**config.mk**
```make
export PLATFORM = sky130hd
export DESIGN_NAME = div_restoring_seq
export DESIGN_NICKNAME = d
export VERILOG_FILES = /design/src/rtl/div_restoring_seq.sv
export SDC_FILE = /design/constraint.sdc
export NUM_CORES = 1
export LEC_CHECK = 0
export CELL_PAD_IN_SITES_DETAIL_PLACEMENT = 1
export CELL_PAD_IN_SITES_GLOBAL_PLACEMENT = 1
export CORE_UTILIZATION = 44
export DETAILED_ROUTE_END_ITERATION = 8
export PLACE_DENSITY_LB_ADDON = 0.1
export SLEW_MARGIN = 25
export SYNTH_ARGS = -nofsm -noshare
export SYNTH_HDL_FRONTEND = slang
export SYNTH_SLANG_ARGS = --single-unit
```
**constraint.sdc**
```tcl
create_clock -name i_clk -period 8.3 [get_ports i_clk]
set_input_delay 1.245 -clock i_clk [delete_from_list [all_inputs] [get_ports i_clk]]
set_output_delay 1.245 -clock i_clk [all_outputs]
set_load 0.05 [all_outputs]
```
**src/rtl/div_restoring_seq.sv**
```systemverilog
// div_restoring_seq: iterative restoring divider, one quotient bit per clock; `define DIV_SIGNED_EN for two's complement operands
module div_restoring_seq #(
  parameter int DATA_WIDTH = 16
) (
  input  logic                  i_clk,
  input  logic                  i_rst,
  input  logic                  i_en,
  input  logic                  i_valid,
  output logic                  o_ready,
  input  logic [DATA_WIDTH-1:0] iv_dividend,
  input  logic [DATA_WIDTH-1:0] iv_divisor,
  output logic                  o_valid,
  input  logic                  i_ready,
  output logic [DATA_WIDTH-1:0] ov_quot,
  output logic [DATA_WIDTH-1:0] ov_rem,
  output logic                  o_div_by_zero
);
  localparam int W = DATA_WIDTH;
  localparam int CW = $clog2(W);
  typedef enum logic [1:0] {IDLE, CALC, DONE} state_t;
  state_t r_state, w_next;
  logic [CW-1:0] r_cnt;
  logic [W-1:0] r_rem, r_quot, r_dvs;
  logic r_dbz;
  logic w_acc, w_calc, w_zero;
  logic [W:0] w_sh, w_diff;
  logic w_borrow;
  logic [W-1:0] w_rem_n, w_quot_n, w_q_out, w_r_out, w_a_mag, w_b_mag;
  assign o_ready = r_state == IDLE;
  assign o_valid = r_state == DONE;
  assign w_acc = i_en & i_valid & o_ready;
  assign w_calc = i_en & (r_state == CALC);
  assign w_zero = iv_divisor == '0;
  assign w_sh = {r_rem, r_quot[W-1]};
  assign {w_borrow, w_diff} = {1'b0, w_sh} - {2'b0, r_dvs};
  assign w_rem_n = w_borrow ? w_sh[W-1:0] : w_diff[W-1:0];
  assign w_quot_n = {r_quot[W-2:0], ~w_borrow};
`ifdef DIV_SIGNED_EN
  logic r_neg_q, r_neg_r;
  assign w_a_mag = iv_dividend[W-1] ? -iv_dividend : iv_dividend;
  assign w_b_mag = iv_divisor[W-1] ? -iv_divisor : iv_divisor;
  assign w_q_out = r_neg_q ? -w_quot_n : w_quot_n;
  assign w_r_out = r_neg_r ? -w_rem_n : w_rem_n;
`else
  assign w_a_mag = iv_dividend;
  assign w_b_mag = iv_divisor;
  assign w_q_out = w_quot_n;
  assign w_r_out = w_rem_n;
`endif
  // next state: accept, finish on last quotient bit, or release on consume
  always_comb begin
    w_next = r_state;
    if (w_acc) w_next = CALC;
    else if (w_calc && r_cnt == '0) w_next = DONE;
    else if (i_en && o_valid && i_ready) w_next = IDLE;
  end
  // state register
  always_ff @(posedge i_clk or posedge i_rst)
    if (i_rst) r_state <= IDLE;
    else r_state <= w_next;
  // datapath: capture operands, iterate, publish the result on the final step
  always_ff @(posedge i_clk or posedge i_rst)
    if (i_rst) begin
      r_cnt <= '0;
      r_rem <= '0;
      r_quot <= '0;
      r_dvs <= '0;
      r_dbz <= 1'b0;
      ov_quot <= '0;
      ov_rem <= '0;
      o_div_by_zero <= 1'b0;
`ifdef DIV_SIGNED_EN
      r_neg_q <= 1'b0;
      r_neg_r <= 1'b0;
`endif
    end else if (w_acc) begin
      r_rem <= '0;
      r_quot <= w_zero ? iv_dividend : w_a_mag;
      r_dvs <= w_b_mag;
      r_dbz <= w_zero;
      r_cnt <= w_zero ? '0 : CW'(W - 1);
`ifdef DIV_SIGNED_EN
      r_neg_q <= iv_dividend[W-1] ^ iv_divisor[W-1];
      r_neg_r <= iv_dividend[W-1];
`endif
    end else if (w_calc) begin
      if (!r_dbz) begin
        r_rem <= w_rem_n;
        r_quot <= w_quot_n;
      end
      if (r_cnt == '0) begin
        ov_quot <= r_dbz ? '1 : w_q_out;
        ov_rem <= r_dbz ? r_quot : w_r_out;
        o_div_by_zero <= r_dbz;
      end else r_cnt <= r_cnt - 1'b1;
    end
endmodule

```
# Word level (Yosys, flattened, before mapping)
# Index checks and enable logic that the tools add are counted.
[op_classes] addsub=2 n_eq_ne=4 bitwise_logic=5 reduce_logical=11 mux=16
[op_table] operator="$mux 16" count=9
[op_table] operator="$sub 17x16->18" count=1
[op_table] operator="$logic_not 16->1" count=1
[op_table] operator="$mux 4" count=4
[op_table] operator="$mux 2" count=3
[op_table] operator="$logic_not 4->1" count=1
[op_table] operator="$reduce_and 2->1" count=2
[op_table] operator="$sub 4x1->4 const B" count=1
[op_table] operator="$and 1x1->1" count=3
[op_table] operator="$logic_and 1x1->1" count=3
[op_table] operator="$reduce_and 3->1" count=1
[op_table] operator="$reduce_bool 3->1" count=1
[op_table] operator="$eq 2x1->1 const B" count=1
[op_table] operator="$eq 2x2->1 const B" count=1
[op_table] operator="$logic_not 2->1" count=1
[op_table] operator="$ne 2x1->1 const B" count=1
[op_table] operator="$ne 2x2->1 const B" count=1
[op_table] operator="$not 1->1" count=2
[op_table] operator="$reduce_bool 2->1" count=1
[word_totals] output_inout_bits=35 regBits=88 elab_cells=47

# Logic depth before layout (Yosys ltp)
# Gate-level depths: netlist (run 1).
[depth] ltp_word=6 mapped_depth=10 ltp_nobuf=10

# Least setup slack after synthesis (run 1)
# OpenSTA, ideal clock, no wires.
[synth_path] kind="input -> register" start="input i_en" end="register ov_quot[10]" arrival_ps=2397 path_slack_ps=5837 required_time_ps=8234 path_stages=7 path_cell_list="nor2b_1 -> nand2_1 -> nor2_1 -> clkbuf_1 -> buf_1 -> o21ai_0 -> nand2_1"
[synth_between] elab_chain_len=4 elab_cells_between_ends=5 classes_between="bitwise: 4; reduce/logical: 1"
[synth_rtl] element="start, declared" line_no="7" source="input logic i_en,"
[synth_rtl] element="$and 1x1->1 (2 in a row)" line_no="31" source="assign w_acc = i_en & i_valid & o_ready;"
[synth_rtl] element="$not 1->1 (no source line)"
[synth_rtl] element="$reduce_and 3->1 (no source line) *"
[synth_rtl] element="end signal, assigned" line_no="92" source="ov_quot <= r_dbz ? '1 : w_q_out;"
[synth_rtl] element="end, declared" line_no="14" source="output logic [DATA_WIDTH-1:0] ov_quot,"
# Every way passes the cells marked *; elsewhere a longest branch is shown, timed or not.
# A chain may end at the register's enable or synchronous reset.

# Final worst setup path (run 1)
[layout_path] start="register r_state[0]" end="output o_valid"
[layout_between] elab_chain_len=1
[layout_rtl] element="start, declared" line_no="21" source="state_t r_state, w_next;"
[layout_rtl] element="start signal, assigned" line_no="60" source="else r_state <= w_next;"
[layout_rtl] element="$eq 2x2->1" line_no="30" source="assign o_valid = r_state == DONE;"
[layout_rtl] element="end, declared" line_no="12" source="output logic o_valid,"
# No other way between the ends.

==> metrics.md, run 1 <==
| Metric | Value |
|---|---|
| IO Count | 72 |
| CTS Buf Count | 9 |
| Yosys reg bits | 88 |
| Clock network power share | 0.111 |
| Power Dens Cells | 443 nW/um^2 |
| Post-synthesis cell count | 534 |
| Period minus WS final | 3.04 ns |
| Ys flop type | dfrtp_1 |
| Sequential Power Share | 0.313 |
| Sequential element share of the synthesized area | 0.469 |
| H-tree levels | 3 |
| Max incr delay on CP | 0.81 ns |
| Number of library cell types mapped by synthesis | 46 |
| Final worst slack | 5.26 ns |
| Clock Latency Late Sink | 0.36 ns |
| Initial antenna violation count | 0 |
| Final GP Congestion | 0.838 |
| Top post-synthesis cells by count | 102 x nand2_1, 88 x dfrtp_1, 54 x o21ai_0 |
| Slowest CP cell | clkdlybuf4s50_1 |
| Final hold slack | 0.469 ns |
| Slew @ Worst Pin | 0.800 ns |
| Syn Area/Cell | 8.79 um^2 |
| Chip Width | 105 um |
| Max-slew headroom at the worst pin | 0.467 |
| Mux cell area share after synthesis | 0.0389 |
| Sw Share | 0.486 |
| Final number of setup-violating endpoints | 0 |
| # Max-Cap Violations | 0 |
| Delay-heaviest family, CP | buffers and inverters |
| CP arrival | 1.80 ns |
| Gate power share | 0.576 |
| Status | completed |
| Synth area leader | dfrtp_1 |
| Syn nets | 590 |
| Fmax | 329 MHz |
| Worst Skew | 0.00875 ns |
| Vias in the first global route | 4,099 |
| Final Slew Violations | 0 |
| Critical Path RT | 7.05 ns |
| Max FO, Critical Path | 8 |
| Critical path buffers and inverters | 1 |
| CP endpoint kind | output pin |
| Cts repair resizes | 0 |
| EDFF count, synth | 0 |
| Xor/xnor cell area share of the yosys netlist | 0.0168 |
| DP HPWL | 8.52 mm |
| IO buf count | 71 |
| Die area | 11,100 um^2 |
| Pleak | 2.68 nW |
| Reg clk slew, reported paths | 0.09 ns |
| Post-synthesis simple-gate area fraction | 0.181 |
| Final Non-Filler Cells | 733 |
| Initial DRC Count | 189 |
| DRT Pass-1 Iters | 4 |
| Clock Sinks | 88 |
| Area contributors post-synth | dfrtp_1 47%, nand2_1 8.2%, o21ai_0 5.8% |
| First-pass GRT wire length | 20.7 mm |
| Tot Pwr | 2.51 mW |
| Cell-internal power | 1.29 mW |
| Final Hold Fails | 0 |
| Maximum vdd drop | 153 uV |
| Synth Area in Compound Gates | 0.200 |
| Crit-path cells | nor2b_1 -> clkdlybuf4s50_1 |
| CTS root buffer | clkbuf_8 |
| Synth-to-layout area growth | 20.9% |
| Core box area | 10,300 um^2 |
| Synth Area in Adders | 0.0522 |
| RSZ-0062 raised after global routing | false |
| Drt drc | 0 |
| Total track usage | 0.235 |
| Die Y | 105 um |
| Final setup TNS | 0 ns |
| Clock Path Buffers | 2 |
| Final nets | 649 |
| Congestion Overflow GR | 0 |
| Number of setup buffers added after CTS | 0 |
| CTS tree | yes |
| Min-Delay Path Class | flip-flop to flip-flop |
| DR vias | 4,048 |
| Mapped cell area | 4700 um^2 |
| CP Launch Type | flip-flop |
| Top-area cell type share of the netlist area | 0.469 |
| Synthesis Warnings | 0 |
| Asr flop ratio synth | 1.00 |
| CP Class | flip-flop to output pin |
| Share of cells above drive strength 1 | 0.0503 |
| Main combinational cell family by area after synthesis | compound AO/OA/AOI/OAI gates |
| Hold-fix buffers at CTS | 0 |
| Final period utilization | 0.366 |
| Final wirelength | 12.3 mm |
| FP Rows | 37 |
| Vias/cell | 5.52 |
| Most frequent cell after synthesis | nand2_1 |
| WL/cell | 16.7 um |
| Worst slack at placement | 4.77 ns |
| Initial core utilization | 0.455 |
| Detail Route Antenna Nets | 0 |
| Switch Pwr | 1.22 mW |
| Largest net degree at the start of global routing | 89 |
| Cell count after placement | 718 |
| N_diodes | 0 |
[per-layer routing]
layer | up-vias | share of wire | wire length (um) | track usage
met5 | - | 0 | 0 | 0
met4 | 0 | 0.010 | 126 | 0.0634
met3 | 8 | 0.033 | 400 | 0.0396
met2 | 72 | 0.46 | 5670 | 0.382
met1 | 1987 | 0.50 | 6070 | 0.325
li1 | 1981 | - | - | -
[cell usage in the layout (no fill, tap or decap), types with 6 or more instances in the layout]
cell type          n
nand2_1          101
a31oi_1           18
dfrtp_1           87
nand3_1           18
a21oi_1           36
o21a_1             6
a21o_1             6
and3_1            17
clkdlybuf4s50_1   71
ha_1              18
clkbuf_8          11
o21ai_0           54
nor2_1            34
mux2i_1           16
xnor2_1            7
o21ai_1           15
inv_1             20
[layout make-up]
cell class / instances / area [um^2]
clock buffers: 13 / 159
clock inverters: 2 / 15.0
fillers: 1221 / 4650
inverters: 21 / 80.1
multi-input cells: 397 / 2300
flip-flops and latches: 88 / 2200
well taps: 136 / 170
repair buffers: 76 / 752
[kinds of logic after synthesis]
kind of cell | after synthesis
xor+xnor | 9
simple gates | 194
fa+ha+maj | 19
buf+inv | 49
flops | 88
mux | 18
compound gates | 157
[worst min-delay path, cell delays in order, from the launching register on]
cell	delay (ns)
dfrtp_1	0.35
nand2_1	0.05
nand2_1	0.05
[worst paths after layout]
| path | start | endpoint | slack [ns] | cells past startpoint |
|---|---|---|---|---|
| max | r_state[0]$_DFFE_PP0P_ | o_valid | 5.26 | 2 |
| min | ov_quot[10]$_DFFE_PP0P_ | ov_quot[10]$_DFFE_PP0P_ | 0.47 | 2 |
| max reg2reg | r_rem[10]$_DFFE_PP0P_ | ov_rem[14]$_DFFE_PP0P_ | 5.33 | 8 |
| min reg2reg | ov_quot[10]$_DFFE_PP0P_ | ov_quot[10]$_DFFE_PP0P_ | 0.47 | 2 |
| max in group asynchronous | i_rst | r_dbz$_DFFE_PP0P_ | 6.30 | 3 |
| min in group asynchronous | i_rst | ov_quot[3]$_DFFE_PP0P_ | 1.42 | 3 |
[power by group through the flow]
stage	logic [mW]	clock network [mW]	registers, mW
final	1.45	0.279	0.786
after global routing	1.59	0.303	0.815
after CTS	1.45	0.284	0.785
after detailed placement	1.44	0	0.793
after global placement	1.39	0	0.784
after floorplan	0.859	0	0.972
[stage by stage]
step	utilization	instance area, um^2
after global placement	0.532	5490
final	0.550	5680
after CTS	0.550	5670
after detailed placement	0.533	5500
after floorplan	-	4700
after global routing	0.550	5680
[sequential cells by signal, summed over array words and instances (netlist names)]
signal	count
r_rem	16
r_state	2
r_dvs	16
r_dbz	1
o_div_by_zero	1
ov_quot	16
ov_rem	16
r_cnt	4
r_quot	16
Power figures use the tool's default switching activity.
==> inputs of run 2 (changes only) <==
--- a/config.mk
+++ b/config.mk
@@ -7,7 +7,7 @@
 export LEC_CHECK = 0
 export CELL_PAD_IN_SITES_DETAIL_PLACEMENT = 1
 export CELL_PAD_IN_SITES_GLOBAL_PLACEMENT = 1
-export CORE_UTILIZATION = 44
+export CORE_UTILIZATION = 41
 export DETAILED_ROUTE_END_ITERATION = 8
 export PLACE_DENSITY_LB_ADDON = 0.1
 export SLEW_MARGIN = 25
==> constraint.sdc (replaced) <==
create_clock -name i_clk -period 3.1 [get_ports i_clk]
set_input_delay 0.465 -clock i_clk [delete_from_list [all_inputs] [get_ports i_clk]]
set_output_delay 0.465 -clock i_clk [all_outputs]
set_load 0.05 [all_outputs]
==> run 2 against run 1 <==
Against the previous run: final area up 3.3%; worst hold slack lost 0.085 ns; combinational power rose to 2.8 times the previous value; clock skew decreased by 0.0050 ns; core utilization decreased by 1.6 points; final cell count grew 1.5%.
==> metrics.md, run 2 (synthesis results as in run 1) <==
| Metric | Value |
|---|---|
| RSZ-0062 raised after global routing | false |
| Slowest CP cell | a21oi_4 |
| N_diodes | 0 |
| CP Class | flip-flop to flip-flop |
| FP Rows | 38 |
| Die Y | 109 um |
| Switch Pwr | 3.35 mW |
| CP arrival | 3.04 ns |
| Congestion Overflow GR | 0 |
| Final Non-Filler Cells | 744 |
| IO buf count | 71 |
| Leading cell type in the layout, fill and taps excluded | nand2_1 |
| Max-slew headroom at the worst pin | 0.605 |
| # Max-Cap Violations | 0 |
| Initial antenna violation count | 0 |
| WL/cell | 17.7 um |
| Clock Sinks | 88 |
| Synth-to-layout area growth | 25.0% |
| Final setup TNS | 0 ns |
| Cells on worst reg2reg path | 9 |
| Period minus WS final | 2.83 ns |
| Largest net degree at the start of global routing | 54 |
| Reg clk slew, reported paths | 0.06 ns |
| DRT Pass-1 Iters | 4 |
| Sw Share | 0.469 |
| Number of setup buffers added after CTS | 0 |
| Final worst slack | 0.266 ns |
| Sequential Power Share | 0.288 |
| Design Area, Final | 5870 um^2 |
| Gate power share | 0.564 |
| Cell-internal power | 3.79 mW |
| Core box area | 11,000 um^2 |
| Final Hold Fails | 0 |
| Share of cells above drive strength 1 | 0.0563 |
| Reg2Reg Setup Slack | 0.27 ns |
| Clock Path Buffers | 2 |
| Worst r2r src | r_rem[10]$_DFFE_PP0P_ |
| Initial core utilization | 0.428 |
| H-tree levels | 3 |
| Drt drc | 0 |
| Fmax | 353 MHz |
| Pleak | 2.78 nW |
| Die area | 11,900 um^2 |
| Hold-fix buffers at CTS | 0 |
| CTS root buffer | clkbuf_16 |
| Max incr delay on CP | 0.43 ns |
| Total track usage | 0.243 |
| Clock Latency Late Sink | 0.34 ns |
| Fillers | 1,302 |
| CP Launch Type | flip-flop |
| Most frequent cells in the layout | 102 x nand2_1, 88 x dfrtp_1, 71 x clkdlybuf4s50_1 |
| Critical Path RT | 3.30 ns |
| Initial DRC Count | 176 |
| Worst slack at placement | 0.330 ns |
| Worst Skew | 0.00375 ns |
| DP HPWL | 9.26 mm |
| Final Slew Violations | 0 |
| Final GP Congestion | 0.843 |
| Detail Route Antenna Nets | 0 |
| Cell count after placement | 728 |
| Status | completed |
| Final design utilization | 0.534 |
| CP endpoint kind | flip-flop |
| Final wirelength | 13.2 mm |
| Vias in the first global route | 4,311 |
| CTS Buf Count | 9 |
| Final nets | 655 |
| Crit path launch | r_rem[10]$_DFFE_PP0P_ |
| Vias/cell | 5.61 |
| Power Dens Cells | 1220 nW/um^2 |
| RR Endpoint | ov_rem[6]$_DFFE_PP0P_ |
| Final number of setup-violating endpoints | 0 |
| Slew @ Worst Pin | 0.592 ns |
| DR vias | 4,173 |
| Clock network power share | 0.148 |
| Final period utilization | 0.914 |
| First-pass GRT wire length | 22.0 mm |
| Dpl cell area | 5580 um^2 |
| CTS tree | yes |
| Maximum vdd drop | 482 uV |
| Min-Delay Path Class | primary input to async pin |
| Max FO, Critical Path | 10 |
| IO Count | 72 |
| Cts repair resizes | 0 |
| Chip Width | 109 um |
| Crit-path cells | ha_1 -> nand4_1 -> o21ai_0 -> a31oi_1 -> o31ai_4 -> a21oi_4 -> buf_4 -> mux2i_1 -> o21ai_1 |
run 2: cell types whose count changed in the layout (fill, tap and decap cells not counted), moves of 3 or more:
| cell | previous run | this run |
|---|---|---|
| clkbuf_16 | 0 | 9 |
| buf_4 | 4 | 8 |
| clkbuf_8 | 11 | 3 |
| buf_12 | 0 | 3 |
run 2: area by class of cell:
class | instances | area (um^2) | share of cell area
Clock buffer | 14 | 274 | 0.0467
Clock inverter | 2 | 12.5 | 0.00213
Inverter | 21 | 80.1 | 0.0136
Multi-Input combinational cell | 397 | 2290 | 0.391
Sequential cell | 88 | 2200 | 0.375
Tap cell | 140 | 175 | 0.0299
Timing Repair Buffer | 82 | 831 | 0.142
run 2: stage by stage:
step / total power, mW / hold WS, ns
after CTS: 7.18 / 0.391
final: 7.14 / 0.384
after global routing: 7.66 / 0.418
after global placement: 5.93 / 0.448
after detailed placement: 6.07 / 0.462
after floorplan: 4.90 / 0.450
run 2: worst max-delay path by stage:
stage / to / slack (ns) / depth (start not counted)
2_1_floorplan: o_div_by_zero$_DFFE_PP0P_ / 0.36 / 1
3_3_place_gp: ov_rem[2]$_DFFE_PP0P_ / 0.46 / 9
3_5_place_dp: ov_rem[6]$_DFFE_PP0P_ / 0.33 / 9
4_1_cts: ov_rem[6]$_DFFE_PP0P_ / 0.31 / 9
5_1_grt: ov_rem[5]$_DFFE_PP0P_ / 0.1 / 9
6_report: ov_rem[6]$_DFFE_PP0P_ / 0.27 / 9
run 2: critical path: cells and delay by family, from the launching register on:
kind	cells	cell delay [ns]
DFF	1	0.40
AOI/OAI and AO/OA	5	1.12
buffers and inverters	1	0.26
adders and majority gates	1	0.40
and+or+nand+nor	1	0.24
muxes	1	0.27
run 2: power by group through the flow:
stage	sequential, mW	combinational [mW]	clock, mW
finish	2.06	4.02	1.06
global route	2.13	4.42	1.11
CTS	2.06	4.04	1.08
detailed placement	2.08	4.00	0
global placement	2.05	3.88	0
floorplan	2.60	2.30	0
run 2: layer usage:
| layer | wire (um) | track usage |
|---|---|---|
| met5 | 0 | 0 |
| met4 | 194 | 0.0907 |
| met3 | 528 | 0.0275 |
| met2 | 6220 | 0.397 |
| met1 | 6220 | 0.331 |
==> inputs of run 3 (changes only) <==
--- a/config.mk
+++ b/config.mk
@@ -7,7 +7,7 @@
 export LEC_CHECK = 0
 export CELL_PAD_IN_SITES_DETAIL_PLACEMENT = 1
 export CELL_PAD_IN_SITES_GLOBAL_PLACEMENT = 1
-export CORE_UTILIZATION = 41
+export CORE_UTILIZATION = 37
 export DETAILED_ROUTE_END_ITERATION = 8
 export PLACE_DENSITY_LB_ADDON = 0.1
 export SLEW_MARGIN = 25
==> constraint.sdc (replaced) <==
create_clock -name i_clk -period 2.56 [get_ports i_clk]
set_input_delay 0.384 -clock i_clk [delete_from_list [all_inputs] [get_ports i_clk]]
set_output_delay 0.384 -clock i_clk [all_outputs]
set_load 0.05 [all_outputs]
==> run 3 against run 2 <==
Against the previous run: clock-buffer cell count decreased by 3; setup slack got worse by 0.15 ns; via count decreased by 0.26%; sequential cell count unchanged; worst hold slack improved by 0.079 ns; sequential power increased by 23%; final area increased by 4.6%; core utilization decreased by 3.2 points; global-route usage decreased by 2.2 points; register-to-register slack got worse by 0.15 ns; clock power increased by 28%; largest cell class unchanged.
==> metrics.md, run 3 (synthesis results as in run 1) <==
| Metric | Value |
|---|---|
| Initial DRC Count | 177 |
| Initial core utilization | 0.385 |
| Most frequent cells in the layout | 102 x nand2_1, 88 x dfrtp_1, 71 x clkdlybuf4s50_1 |
| Sequential Power Share | 0.279 |
| Final Slew Violations | 0 |
| H-tree levels | 3 |
| DRT Pass-1 Iters | 4 |
| Die Y | 115 um |
| Final GP Congestion | 0.817 |
| Max-slew headroom at the worst pin | 0.611 |
| Design Area, Final | 6140 um^2 |
| Slew @ Worst Pin | 0.584 ns |
| Cells on worst reg2reg path | 10 |
| Detail Route Antenna Nets | 0 |
| Slowest CP cell | dfrtp_1 |
| RR Endpoint | r_rem[10]$_DFFE_PP0P_ |
| Chip Width | 115 um |
| Sw Share | 0.460 |
| Final number of setup-violating endpoints | 0 |
| Critical Path RT | 2.83 ns |
| Leading cell type in the layout, fill and taps excluded | nand2_1 |
| Power Dens Cells | 1480 nW/um^2 |
| CP arrival | 2.72 ns |
| Reg clk slew, reported paths | 0.07 ns |
| Clock Latency Late Sink | 0.35 ns |
| Status | completed |
| Cell-internal power | 4.92 mW |
| Core box area | 12,200 um^2 |
| Max FO, Critical Path | 3 |
| WL/cell | 16.8 um |
| Crit-path cells | inv_1 -> ha_2 -> fa_2 -> nor2b_2 -> o31a_1 -> o31a_1 -> a31oi_2 -> xnor2_1 -> mux2i_1 -> o211ai_1 |
| Critical path buffers and inverters | 1 |
| Reg2Reg Setup Slack | 0.11 ns |
| Min-Delay Path Class | flip-flop to flip-flop |
| Clock network power share | 0.150 |
| IO Count | 72 |
| Period minus WS final | 2.45 ns |
| Cell count after placement | 769 |
| Clock Path Buffers | 2 |
| Final Hold Fails | 0 |
| # Max-Cap Violations | 0 |
| Worst r2r src | r_quot[15]$_DFFE_PP0P_ |
| Hold_sp | ov_quot[12]$_DFFE_PP0P_ |
| Clock Sinks | 88 |
| CTS tree | yes |
| CP Launch Type | flip-flop |
| Largest net degree at the start of global routing | 89 |
| Final period utilization | 0.955 |
| Switch Pwr | 4.18 mW |
| CTS root buffer | clkbuf_16 |
| Pleak | 2.86 nW |
| WP depth | 10 |
| DR vias | 4,162 |
| Initial antenna violation count | 0 |
| Delay-heaviest family, CP | compound AO/OA/AOI/OAI gates |
| CP Class | flip-flop to flip-flop |
| First-pass GRT wire length | 22.2 mm |
| Final Non-Filler Cells | 790 |
| Total track usage | 0.220 |
| DP HPWL | 9.43 mm |
| Dpl cell area | 5730 um^2 |
| Maximum vdd drop | 528 uV |
| Final wirelength | 13.3 mm |
| CTS Buf Count | 9 |
| Synth-to-layout area growth | 30.7% |
| Hold endpoint | ov_quot[12]$_DFFE_PP0P_ |
| Drt drc | 0 |
| CP endpoint kind | flip-flop |
| Share of cells above drive strength 1 | 0.105 |
| IO buf count | 71 |
| Worst hold path depth | 2 |
| Most frequent CP cell | o31a_1 |
| N_diodes | 0 |
| Die area | 13,100 um^2 |
| Fmax | 409 MHz |
| FP Rows | 40 |
| Final nets | 673 |
| Tot Pwr | 9.10 mW |
| Worst Skew | 0.00654 ns |
| Congestion Overflow GR | 0 |
| Fillers | 1,464 |
| Gate power share | 0.571 |
| Vias in the first global route | 4,316 |
| Max incr delay on CP | 0.38 ns |
| Vias/cell | 5.27 |
| Final setup TNS | 0 ns |
## run 3: changes by cell type in the layout (fill, tap and decap cells not counted), moves of 2 or more
cell / delta
ha_1: -6
buf_4: +17
clkbuf_8: -2
ha_2: +3
ha_4: +3
## run 3: power by group through the flow
| stage | Clock [mW] | Combinational [mW] | Sequential [mW] |
|---|---|---|---|
| 6_report | 1.36 | 5.20 | 2.54 |
| 5_1_grt | 1.44 | 5.72 | 2.62 |
| 4_1_cts | 1.39 | 5.04 | 2.53 |
| 3_5_place_dp | 0 | 4.97 | 2.55 |
| 3_3_place_gp | 0 | 4.83 | 2.52 |
| 2_1_floorplan | 0 | 2.79 | 3.15 |
## run 3: cell type report
class	count	area (um^2)	share of cell area
Clock inverter	5	56.3	0.00918
Clock buffer	11	243	0.0396
Sequential cell	88	2200	0.359
Timing Repair Buffer	100	978	0.159
Tap cell	168	210	0.0343
Inverter	21	82.6	0.0135
Multi-Input combinational cell	397	2360	0.385
## run 3: per-layer routing
metal / track usage / share of wire
met2: 0.356 / 0.46
met4: 0.0892 / 0.018
met5: 0 / 0
met1: 0.296 / 0.49
met3: 0.0344 / 0.032
## run 3: worst max path at each step
stage / start / end / slack (ns)
floorplan: r_rem[5]$_DFFE_PP0P_ / ov_rem[11]$_DFFE_PP0P_ / 0.25
global placement: r_dvs[1]$_DFFE_PP0P_ / ov_rem[6]$_DFFE_PP0P_ / 0.009
detailed placement: r_rem[7]$_DFFE_PP0P_ / ov_rem[12]$_DFFE_PP0P_ / -0.11
CTS: r_quot[15]$_DFFE_PP0P_ / ov_rem[14]$_DFFE_PP0P_ / 0.006
global route: r_quot[15]$_DFFE_PP0P_ / ov_rem[14]$_DFFE_PP0P_ / -0.02
finish: r_quot[15]$_DFFE_PP0P_ / r_rem[10]$_DFFE_PP0P_ / 0.11
## run 3: stage by stage
stage / worst slack (ns) / hold slack [ns] / utilization
after CTS: 0.00589 / 0.470 / 0.495
after floorplan: 0.255 / 0.450 / -
after detailed placement: -0.109 / 0.455 / 0.469
final: 0.114 / 0.463 / 0.502
after global routing: -0.0242 / 0.491 / 0.502
after global placement: 0.00859 / 0.450 / 0.469
## run 3: what timing repair did
action | 4_1_cts | 5_1_grt
hold endpoints to repair | 0 | 0
cloned | 0 | 0
hold buffers | 0 | 0
pin swaps | 1 | 3
endpoints found under the setup margin | 16 | 23
resized for setup | 0 | 14
setup buffers | 3 | 2
## run 3: worst reg2reg max path: stages (launching register included)
cell      delay (ns)
dfrtp_1         0.38
inv_1           0.10
ha_2            0.22
fa_2            0.23
nor2b_2         0.05
o31a_1          0.27
o31a_1          0.31
a31oi_2         0.26
xnor2_1         0.22
mux2i_1         0.15
o211ai_1        0.18
